--- config.mk ---
export PLATFORM = sky130hd
export DESIGN_NAME = otf_sd_converter_flat
export DESIGN_NICKNAME = d
export VERILOG_FILES = /design/src/rtl/otf_pkg.sv /design/src/rtl/otf_sd_converter_if.sv /design/src/rtl/otf_digit_update.sv /design/src/rtl/otf_sd_converter.sv /design/src/flat_wrapper.sv
export SDC_FILE = /design/constraint.sdc
export NUM_CORES = 1
export LEC_CHECK = 0
export ABC_AREA = 1
export CAP_MARGIN = 20
export CORE_ASPECT_RATIO = 2
export CORE_UTILIZATION = 56
export CTS_CLUSTER_SIZE = 24
export DETAILED_ROUTE_END_ITERATION = 16
export GPL_TIMING_DRIVEN = 0
export PLACE_DENSITY = 0.79
export SLEW_MARGIN = 20
export SYNTH_ARGS = -nofsm -noshare
export SYNTH_HDL_FRONTEND = slang
export SYNTH_HIERARCHICAL = 1
export SYNTH_SLANG_ARGS = --single-unit
--- constraint.sdc ---
create_clock -name clk -period 1.92 [get_ports clk]
set_input_delay 0.384 -clock clk [delete_from_list [all_inputs] [get_ports clk]]
set_output_delay 0.384 -clock clk [all_outputs]
set_load 0.02 [all_outputs]
--- src/rtl/otf_pkg.sv ---
// Shared types and helpers for the on-the-fly signed-digit receivers.
// Holds the FSM state encoding, the digit encodings and the counter sizing rule.
package otf_pkg;

  typedef enum logic [1:0] {
    IDLE    = 2'd0,
    SKIP    = 2'd1,
    COLLECT = 2'd2,
    HOLD    = 2'd3
  } state_t;

  // {d_plus, d_minus}; 2'b11 is a legal redundant zero and falls under "zero".
  localparam logic [1:0] DIG_POS  = 2'b10;
  localparam logic [1:0] DIG_NEG  = 2'b01;
  localparam logic [1:0] DIG_ZERO = 2'b00;

  // The counter only has to reach max(N, DELAY) - 1.
  function automatic int count_width(input int n, input int delay);
    int m;
    m = (n > delay) ? n : delay;
    return (m < 2) ? 1 : $clog2(m);
  endfunction

endpackage

--- src/rtl/otf_sd_converter_if.sv ---
// Digit-in / word-out port bundle of the signed-digit converter.
// Handshake: a word transfers on a rising edge where out_valid=1 and out_ready=1;
// out_valid never drops and out_data never changes until that edge has happened.
interface otf_sd_converter_if #(
  parameter int N = 8
);

  logic         start;
  logic         d_plus;
  logic         d_minus;
  logic         busy;
  logic         out_valid;
  logic         out_ready;
  logic [N:0]   out_data;

  modport master (
    output start, d_plus, d_minus, out_ready,
    input  busy, out_valid, out_data
  );

  modport slave (
    input  start, d_plus, d_minus, out_ready,
    output busy, out_valid, out_data
  );

endinterface

--- src/rtl/otf_digit_update.sv ---
// One step of on-the-fly conversion: folds one signed digit into the Q / QM pair,
// where QM always equals Q - 1 ulp so a -1 digit needs no borrow propagation.
module otf_digit_update
  import otf_pkg::*;
#(
  parameter int N = 8
) (
  input  logic [N:0] q_i,
  input  logic [N:0] qm_i,
  input  logic       d_plus,
  input  logic       d_minus,
  output logic [N:0] q_o,
  output logic [N:0] qm_o
);

  logic [N:0] q_sh;
  logic [N:0] qm_sh;

  assign q_sh  = q_i << 1;
  assign qm_sh = qm_i << 1;

  always_comb begin
    q_o  = q_sh;
    qm_o = qm_sh | {{N{1'b0}}, 1'b1};
    case ({d_plus, d_minus})
      DIG_POS: begin
        q_o  = q_sh | {{N{1'b0}}, 1'b1};
        qm_o = q_sh;
      end
      DIG_NEG: begin
        q_o  = qm_sh | {{N{1'b0}}, 1'b1};
        qm_o = qm_sh;
      end
      default: begin
        q_o  = q_sh;
        qm_o = qm_sh | {{N{1'b0}}, 1'b1};
      end
    endcase
  end

endmodule

--- src/rtl/otf_sd_converter.sv ---
// Receive-side terminator: drops DELAY leading digits, converts N MSD-first signed
// digits into an (N+1)-bit two's-complement fraction and holds it on a valid/ready port.
module otf_sd_converter
  import otf_pkg::*;
#(
  parameter int N     = 8,
  parameter int DELAY = 2
) (
  input  logic                      clk,
  input  logic                      rst_n,
  otf_sd_converter_if.slave         io,
  output state_t                    dbg_state
);

  localparam int CW             = count_width(N, DELAY);
  localparam int SKIP_LAST_I    = (DELAY > 0) ? DELAY - 1 : 0;
  localparam int COLLECT_LAST_I = N - 1;
  localparam logic [CW-1:0] SKIP_LAST    = SKIP_LAST_I[CW-1:0];
  localparam logic [CW-1:0] COLLECT_LAST = COLLECT_LAST_I[CW-1:0];
  localparam state_t        FIRST_STATE  = (DELAY == 0) ? COLLECT : SKIP;

  state_t        state_q,     state_d;
  logic [CW-1:0] count_q,     count_d;
  logic [N:0]    q_q,         q_d;
  logic [N:0]    qm_q,        qm_d;
  logic [N:0]    out_data_q,  out_data_d;
  logic          out_valid_q, out_valid_d;
  logic          busy_q,      busy_d;

  logic [N:0]    q_nxt;
  logic [N:0]    qm_nxt;

  otf_digit_update #(.N(N)) u_digit_update (
    .q_i     (q_q),
    .qm_i    (qm_q),
    .d_plus  (io.d_plus),
    .d_minus (io.d_minus),
    .q_o     (q_nxt),
    .qm_o    (qm_nxt)
  );

  always_comb begin
    state_d     = state_q;
    count_d     = count_q;
    q_d         = q_q;
    qm_d        = qm_q;
    out_data_d  = out_data_q;
    out_valid_d = out_valid_q;

    case (state_q)
      IDLE: begin
        if (io.start) begin
          state_d = FIRST_STATE;
          count_d = '0;
          q_d     = '0;
          qm_d    = '1;
        end
      end
      SKIP: begin
        if (count_q == SKIP_LAST) begin
          state_d = COLLECT;
          count_d = '0;
        end else begin
          count_d = count_q + 1'b1;
        end
      end
      COLLECT: begin
        q_d  = q_nxt;
        qm_d = qm_nxt;
        if (count_q == COLLECT_LAST) begin
          state_d     = HOLD;
          out_data_d  = q_nxt;
          out_valid_d = 1'b1;
        end else begin
          count_d = count_q + 1'b1;
        end
      end
      HOLD: begin
        // Start is only honoured together with the acceptance of the held word.
        if (io.out_ready) begin
          out_valid_d = 1'b0;
          if (io.start) begin
            state_d = FIRST_STATE;
            count_d = '0;
            q_d     = '0;
            qm_d    = '1;
          end else begin
            state_d = IDLE;
          end
        end
      end
      default: begin
        state_d = IDLE;
      end
    endcase

    busy_d = (state_d == SKIP) || (state_d == COLLECT);
  end

  always_ff @(posedge clk or negedge rst_n) begin
    if (!rst_n) begin
      state_q     <= IDLE;
      count_q     <= '0;
      q_q         <= '0;
      qm_q        <= '1;
      out_data_q  <= '0;
      out_valid_q <= 1'b0;
      busy_q      <= 1'b0;
    end else begin
      state_q     <= state_d;
      count_q     <= count_d;
      q_q         <= q_d;
      qm_q        <= qm_d;
      out_data_q  <= out_data_d;
      out_valid_q <= out_valid_d;
      busy_q      <= busy_d;
    end
  end

  assign io.out_data  = out_data_q;
  assign io.out_valid = out_valid_q;
  assign io.busy      = busy_q;
  assign dbg_state    = state_q;

endmodule

--- src/flat_wrapper.sv ---
// flat-port wrapper written by rule: the top's interface ports become plain ports
module otf_sd_converter_flat import otf_pkg::*;
#(
  parameter int N     = 8,
  parameter int DELAY = 2
)
  (clk, rst_n, dbg_state, io_start, io_d_plus, io_d_minus, io_out_ready, io_busy, io_out_valid, io_out_data);
  otf_sd_converter_if #(.N(N)) io_i ();
  input  logic clk;
  input  logic rst_n;
  output state_t dbg_state;
  input wire logic [$bits(io_i.start)-1:0] io_start;
  input wire logic [$bits(io_i.d_plus)-1:0] io_d_plus;
  input wire logic [$bits(io_i.d_minus)-1:0] io_d_minus;
  input wire logic [$bits(io_i.out_ready)-1:0] io_out_ready;
  output wire logic [$bits(io_i.busy)-1:0] io_busy;
  output wire logic [$bits(io_i.out_valid)-1:0] io_out_valid;
  output wire logic [$bits(io_i.out_data)-1:0] io_out_data;
  assign io_i.start = io_start;
  assign io_i.d_plus = io_d_plus;
  assign io_i.d_minus = io_d_minus;
  assign io_i.out_ready = io_out_ready;
  assign io_busy = io_i.busy;
  assign io_out_valid = io_i.out_valid;
  assign io_out_data = io_i.out_data;
  otf_sd_converter #(.N(N), .DELAY(DELAY)) u_core (.clk(clk), .rst_n(rst_n), .io(io_i), .dbg_state(dbg_state));
endmodule
=== Word-level counts from Yosys, hierarchy flattened ===
Cells that the tools add are included.

* Add/sub/neg operators: 1
* Equal/unequal tests: 12
* Mux-type cells: 22
* Reductions and logical operators: 8

{| class="wikitable"
|+ Operators with widths
! kind !! count
|-
| one-hot mux 9 bit (3 select lines) || 2
|-
| 2-to-1 mux 9 bit || 4
|-
| one-hot mux 9 bit (2 select lines) || 2
|-
| 2-to-1 mux 3 bit || 4
|-
| one-hot mux 3 bit (4 select lines) || 1
|-
| equality test 2 bit, second input constant || 4
|-
| 2-to-1 mux 2 bit || 4
|-
| one-hot mux 2 bit (4 select lines) || 1
|-
| equality test 2 x 1 -> 1 bit, second input constant || 3
|-
| AND reduction 2 bit || 3
|-
| inequality test 2 bit, second input constant || 2
|-
| adder 3 x 1 -> 3 bit, second input constant || 1
|-
| equality test 3 x 1 -> 1 bit, second input constant || 1
|-
| equality test 3 bit, second input constant || 1
|-
| 2-to-1 mux 1 bit || 3
|-
| AND reduction 3 bit || 1
|-
| nonzero test 3 bit || 1
|-
| logical NOT 2 bit || 1
|-
| inequality test 2 x 1 -> 1 bit, second input constant || 1
|-
| one-hot mux 1 bit (2 select lines) || 1
|-
| nonzero test 2 bit || 1
|-
| logical OR 1 bit || 1
|}

* Bits in registers: 34
* Logic and storage cells: 50

=== Longest topological paths before layout ===
* Word-level depth: 5
* Depth in mapped cells: 10
* Gate-level depth less buffers: 10

=== Cells and area by module ===
Netlist, hierarchy kept.

{| class="wikitable"
|+ Modules (own cells, without submodules)
! module !! instances !! cells an instance !! area an instance (um^2)
|-
| otf_sd_converter || 1 || 182 || 1597.8
|-
| otf_digit_update || 1 || 73 || 327.8
|}

=== Worst setup path after synthesis ===
OpenSTA, ideal clock, no wires.

* Path kind: flip-flop to flip-flop
* Start point: register u_core.state_q[0] (netlist: u_core/dbg_state[0])
* End point: register u_core.count_q[0]
* Library setup time: 0.136 ns
* Arrival: 1.543 ns
* Data required time: 1.784 ns
* Setup slack: 0.241 ns
* Cell stages (with the launch flop): 7
* Path buffers: 0
* Period minus slack after synthesis: 1.679 ns
* Path through: dfrtp_1 > inv_1 > ha_1 > nor2_1 > inv_1 > o211ai_1 > o21ai_0

* Cells in the longest elaborated chain, start to end: 3
* Elaborated cells on any way between the ends: 8
* Classes of those cells: 5 x eq/ne; 1 x mux; 2 x reduce/logical

{| class="wikitable"
|+ RTL lines
! element !! RTL line !! RTL
|-
| start: declaration || otf_sd_converter.sv:22 || <nowiki>state_t state_q, state_d;</nowiki>
|-
| start signal: assignment || otf_sd_converter.sv:110 || <nowiki>state_q <= state_d;</nowiki>
|-
| equality test 2 bit || otf_sd_converter.sv:50 || <nowiki>case (state_q)</nowiki>
|-
| inequality test 2 bit (no line) || n/a ||
|-
| AND reduction 2 bit (no line) || n/a ||
|-
| end signal: assignment || otf_sd_converter.sv:111 || <nowiki>count_q <= count_d;</nowiki>
|-
| end: declaration || otf_sd_converter.sv:23 || <nowiki>logic [CW-1:0] count_q, count_d;</nowiki>
|}

Several ways; a longest one is shown, not always the timed one.
A chain may end at the register's enable or synchronous reset.

=== Worst setup path after layout ===
* Start point: register u_core.state_q[1] (netlist: u_core/dbg_state[1])
* End point: output port dbg_state[1]

{| class="wikitable"
|+ RTL lines
! element !! RTL line !! RTL
|-
| end: declaration || flat_wrapper.sv:11 || <nowiki>output state_t dbg_state;</nowiki>
|}

No word-level cell between the ends.

==> results.tsv <==
metric	value	unit
status	completed	
cts_tree	yes	
cts_root_buffer	clkbuf_8	
cpPeakStageDelay	0.64	ns
hold_viol	0	
syn_area	1840	sq um
p_leak	1.17	nW
hp-class	input port to async pin	
end_kind	primary output	
grtUsageTotal	0.274	
fin_setup_tns	0	ns
insertion_delay	0.30	ns
dp_hpwl	3.04	mm
drc_errors	0	
fp-row-count	29	
postSynthAreaPerCell	7.51	sq um
grt-ovfl-total	0	
ant_nets	0	
path_class	flop to primary output	
netlist_instances	245	
num_io_pins	19	
fp.coreArea	3160	sq um
max_slew_margin	0.519	
setup_viol	0	
yosysWarnings	6	
rsz0062_at_grt	false	
antenna_found_initial	0	
path_buf_inv	1	
grt_pass1_vias	1746	
via_count	1612	
timing.fmax	0.568	GHz
die_area	3530	sq um
crit_required	1.54	ns
ff2ff_path_depth	8	
cts_inserted_buffers	5	
regToRegEndpoint	u_core/io.out_valid$_DFFE_PN0P_	
numPortBuffers	18	
synth_fp_nets	261	
cts.htree.levels	2	
avgViaCountPerCell	5.30	
gp_congestion	0.813	
clock_sinks	32	
grt_pass1_wl	7.30	mm
crit_path_end	dbg_state[1]	
path_delay_family	buffers and inverters	
startpoint	u_core/dbg_state[1]$_DFF_PN0_	
antenna_cells	0	
fp.dieH	83.1	um
pwr_density_cell	1260	nW/um^2
r2r_slack	0.16	ns
crit_chain	clkdlybuf4s50_1	
nets	288	
clock_tree.buffer_depth	2	
dp_slack	-0.0846	ns
drt_iter0_drc	46	
final_max_slew_viol_count	0	
wl_per_cell	13.6	um
grt_max_degree	33	
worstSetupStartpointType	flop	
crit_cells	1	
fin_crit_sh	0.917	
peakVddDrop	1070	uV
max_slew.worst_pin.slew	0.721	ns
cts_hold_buf	0	
clk_pin_slew	0.07	ns
drv_cap	0	
cp_slowest_cell	clkdlybuf4s50_1	
p_total	2.74	mW
worst_slack	0.160	ns
fin_worst_skew	0.0103	ns
die_x	42.5	um
min_period	1.76	ns
worst_ep_arrival_time	1.38	ns
crit_path_max_fanout	6	
drtPass1Iterations	4	
drive_gt1_frac	0.121	
timing.rr.start	u_core/dbg_state[0]$_DFF_PN0_	
area_growth_syn_to_layout	18.6	%
wl	4.15	mm
start_util	0.583	
==> how the worst min path moves through the flow <==
stage | from | end | slack (ns) | cells after the start
2_1_floorplan | rst_n | u_core/count_q[0]$_DFFE_PN0P_ | 0.09 | 0
5_1_grt | rst_n | u_core/q_q[4]$_DFFE_PN0P_ | 0.20 | 1
3_5_place_dp | rst_n | u_core/q_q[0]$_DFFE_PN0P_ | 0.48 | 1
3_3_place_gp | u_core/io.out_data[7]$_DFFE_PN0P_ | u_core/io.out_data[7]$_DFFE_PN0P_ | 0.46 | 2
4_1_cts | rst_n | u_core/io.out_data[8]$_DFFE_PN0P_ | 0.16 | 1
6_report | rst_n | u_core/q_q[0]$_DFFE_PN0P_ | 0.14 | 1
==> metrics by stage <==
step / std cells / utilization / hold slack [ns] / area (sq um)
floorplan: 245 / - / 0.0884 / 1840
global placement: 294 / 0.652 / 0.463 / 2060
detailed placement: 294 / 0.650 / 0.476 / 2050
CTS: 302 / 0.686 / 0.161 / 2160
global route: 304 / 0.691 / 0.199 / 2180
finish: 304 / 0.691 / 0.141 / 2180
==> power breakdown <==
part / leakage, nW / switching (mW) / total [mW] / internal, mW
logic: 0.712 / 0.600 / 1.02 / 0.421
registers: 0.405 / 0.147 / 1.06 / 0.913
clock network: 0.0541 / 0.279 / 0.663 / 0.384
total: 1.17 / 1.03 / 2.74 / 1.72
==> routing by layer <==
layer | vias to the layer above | GRT usage | share of wire
li1 | 806 | - | -
met1 | 749 | 0.271 | 0.37
met2 | 44 | 0.483 | 0.56
met3 | 13 | 0.0500 | 0.035
met4 | 0 | 0.193 | 0.035
met5 | - | 0 | 0
==> cells in the final DEF (no fill, tap or decap) <==
cell type / instances
a21oi_1: 1
buf_12: 1
buf_2: 4
buf_4: 4
buf_6: 3
bufinv_16: 1
clkbuf_2: 1
clkbuf_8: 5
clkdlybuf4s50_1: 17
clkinv_1: 1
clkinv_2: 1
clkinvlp_4: 1
dfrtp_1: 23
dfrtp_2: 1
dfstp_2: 8
ha_1: 10
inv_1: 29
inv_4: 1
nand2_1: 110
nand2_2: 1
nand3_1: 15
nand3b_1: 2
nor2_1: 2
nor3b_4: 1
o211ai_1: 2
o21ai_0: 28
==> registers in the layout (all words and copies together) (netlist names) <==
register             count
u_core/io.out_data       9
u_core/io.out_valid      1
u_core/q_q               8
u_core/dbg_state         2
u_core/qm_q              8
u_core/io.busy           1
u_core/count_q           3
==> worst register-to-register path: stages, from the launching register on <==
cell     delay (ns)
dfrtp_2        0.43
inv_1          0.11
ha_1           0.24
buf_2          0.19
nand2_1        0.16
buf_2          0.25
nor2_1         0.06
o21ai_0        0.15
inv_1          0.06
==> final cells by class <==
| type | instances | area [sq um] |
|---|---|---|
| fill | 271 | 976 |
| timing repair buffer | 20 | 190 |
| multi-input combinational | 172 | 821 |
| buffer | 10 | 88.8 |
| inverter | 31 | 119 |
| sequential | 32 | 812 |
| tap | 31 | 38.8 |
| clock buffer | 5 | 68.8 |
| clock inverter | 3 | 42.5 |
==> repair_timing <==
item,4_1_cts,5_1_grt
endpoints found under the setup margin,0,12
setup buffers,0,2
gates resized for setup,0,1
Power figures use the tool's default switching activity.
==> RTL change (config.mk and constraints unchanged) <==
`N` is set to 8 in 4 places; all go to 16.
--- a/src/rtl/otf_sd_converter_if.sv
+++ b/src/rtl/otf_sd_converter_if.sv
@@ -2,7 +2,7 @@
 // Handshake: a word transfers on a rising edge where out_valid=1 and out_ready=1;
 // out_valid never drops and out_data never changes until that edge has happened.
 interface otf_sd_converter_if #(
-  parameter int N = 8
+  parameter int N = 16
 );
 
   logic         start;
--- a/src/rtl/otf_digit_update.sv
+++ b/src/rtl/otf_digit_update.sv
@@ -3,7 +3,7 @@
 module otf_digit_update
   import otf_pkg::*;
 #(
-  parameter int N = 8
+  parameter int N = 16
 ) (
   input  logic [N:0] q_i,
   input  logic [N:0] qm_i,
--- a/src/rtl/otf_sd_converter.sv
+++ b/src/rtl/otf_sd_converter.sv
@@ -3,7 +3,7 @@
 module otf_sd_converter
   import otf_pkg::*;
 #(
-  parameter int N     = 8,
+  parameter int N     = 16,
   parameter int DELAY = 2
 ) (
   input  logic                      clk,
--- a/src/flat_wrapper.sv
+++ b/src/flat_wrapper.sv
@@ -1,7 +1,7 @@
 // flat-port wrapper written by rule: the top's interface ports become plain ports
 module otf_sd_converter_flat import otf_pkg::*;
 #(
-  parameter int N     = 8,
+  parameter int N     = 16,
   parameter int DELAY = 2
 )
   (clk, rst_n, dbg_state, io_start, io_d_plus, io_d_minus, io_out_ready, io_busy, io_out_valid, io_out_data);
Ports: changed (resized io_out_data); port bits go from 19 to 27. The function was not compared with the original's and may differ.
==> RTL change against the original RTL <==
  * Via count grew 79%
  * Design area increased by 73%
  * Critical path depth did not move
  * Setup slack got worse by 55 ps
  * Clock skew decreased by 4.6 ps
  * Wire length increased by 84%
  * Sequential power up 73%
  * Count of clock-buffer cells in the layout increased by 8
  * Total power rose by 66%
  * Area after synthesis rose by 74%
  * Register-to-register slack got worse by 40 ps
  * Sequential cell count grew 25
  * Critical path type unchanged
==> RTL change: results (changes against the original RTL) <==
[status]
status = finished, final reports clean

[cts]
clk_latency_ps = 340  ; +40 ps
cts-root-buf = clkbuf_8
cts_max_level = 3  ; +1
clkSlewWorstSetupHoldPaths_ps = 60
cts_buffers = 9  ; +4
clk_path_buf_depth = 2  ; unchanged

[worst_setup_path]
reg2reg_depth = 9  ; +1
critical_path.slowest_cell = clkdlybuf4s50_1
crit_arrival_ps = 1430  ; +50 ps
critPathTopFamily = buffers and inverters
cp_max_fo = 6  ; unchanged
cpPeakStageDelay_ps = 640  ; about the same

[cells_and_area]
antennaDiodeCount = 0  ; unchanged
nets = 492  ; +71%
nFillCells = 467  ; +72%
largest_reg_flops = 17  ; +8
drive_gt1_share_pct = 13.5  ; +1.4 points

[global_routing]
grt_pass1_vias = 2900  ; +66%
track_usage_pct = 27.5  ; +0.18 points
gr-usage-met3_pct = 5.34  ; +0.34 points
grt_pass1_wl_mm = 12.8  ; +76%
antenna_found_initial = 0  ; unchanged
met1_usage_pct = 28.4  ; +1.3 points
grt_max_degree = 58  ; +76%
met2_usage_pct = 50.2  ; +1.9 points

[route]
routed_wl_mm = 7.64  ; +84%
viasPerCell = 5.34  ; +0.66%
drtIter0Drc = 115  ; +150%
drtPass1Iterations = 4  ; unchanged

[hold_path]
hold_path_class = input port to asynchronous set/reset pin

[power_and_ir_drop]
max-vdd-ir-drop_uv = 1030  ; -3.8%
leakage_nw = 2.02  ; +73%
finalPower_w = 0.00455  ; +66%

[sta]
worstMarginPinSlew_ps = 724  ; +2.94 ps
skew_ps = 5.68  ; -4.57 ps

[placement]
gp_congestion = 0.837  ; +3.0%
portBuffers = 26  ; +8
place_hpwl_mm = 5.44  ; +79%
detailedPlace.worstSlack_ps = -169  ; -84.2 ps

[synth]
syn_nets = 451  ; +73%
ys_warn_count = 6  ; unchanged

-- RTL change: final cells by class --
type | count | area, µm² | area share, %
Sequential cell | 57 | 1450 | 38.4
Clock buffer | 13 | 139 | 3.68
Timing Repair Buffer | 30 | 288 | 7.63
Inverter | 49 | 186 | 4.94
Clock inverter | 3 | 65.1 | 1.73
Tap cell | 60 | 75.1 | 1.99
Multi-Input combinational cell | 307 | 1380 | 36.5
Buffer | 23 | 194 | 5.14
-- RTL change: final timing paths --
check | to | start | slack [ps]
max reg2reg | u_core/q_q[12] | u_core/dbg_state[0] | 120
min | u_core/io.out_data[7] | rst_n | 100
min reg2reg | u_core/io.out_data[14] | u_core/io.out_data[14] | 470
min in group clk | u_core/io.out_data[14] | u_core/io.out_data[14] | 470
max | dbg_state[1] | u_core/dbg_state[1] | 100
max in group asynchronous | u_core/dbg_state[0] | rst_n | 1310
-- RTL change: metrics by stage --
step / std cells / area (µm²)
2_1_floorplan: 436 / 3200
3_3_place_gp: 522 / 3540
3_5_place_dp: 522 / 3530
4_1_cts: 538 / 3740
5_1_grt: 542 / 3770
6_report: 542 / 3770
-- RTL change: what timing repair did --
item / in CTS / in global routing
gates resized for setup: 1 / 4
pin swaps: 0 / 1
cloned: 0 / 0
setup endpoints to repair: 1 / 40
setup buffers: 0 / 4
-- RTL change: power by group --
part,total [W],switching (W),leakage (nW),internal [W]
registers,0.00183,0.000224,0.726,0.00160
clock network,0.00119,0.000464,0.102,0.000731
logic,0.00153,0.000923,1.20,0.000610
-- RTL change: routing by layer --
metal | share of wire (%) | vias to the layer above
li1 | - | 1421
met5 | 0 | -
met3 | 4.1 | 22
met2 | 55 | 85
met1 | 37 | 1365
met4 | 3.8 | 0
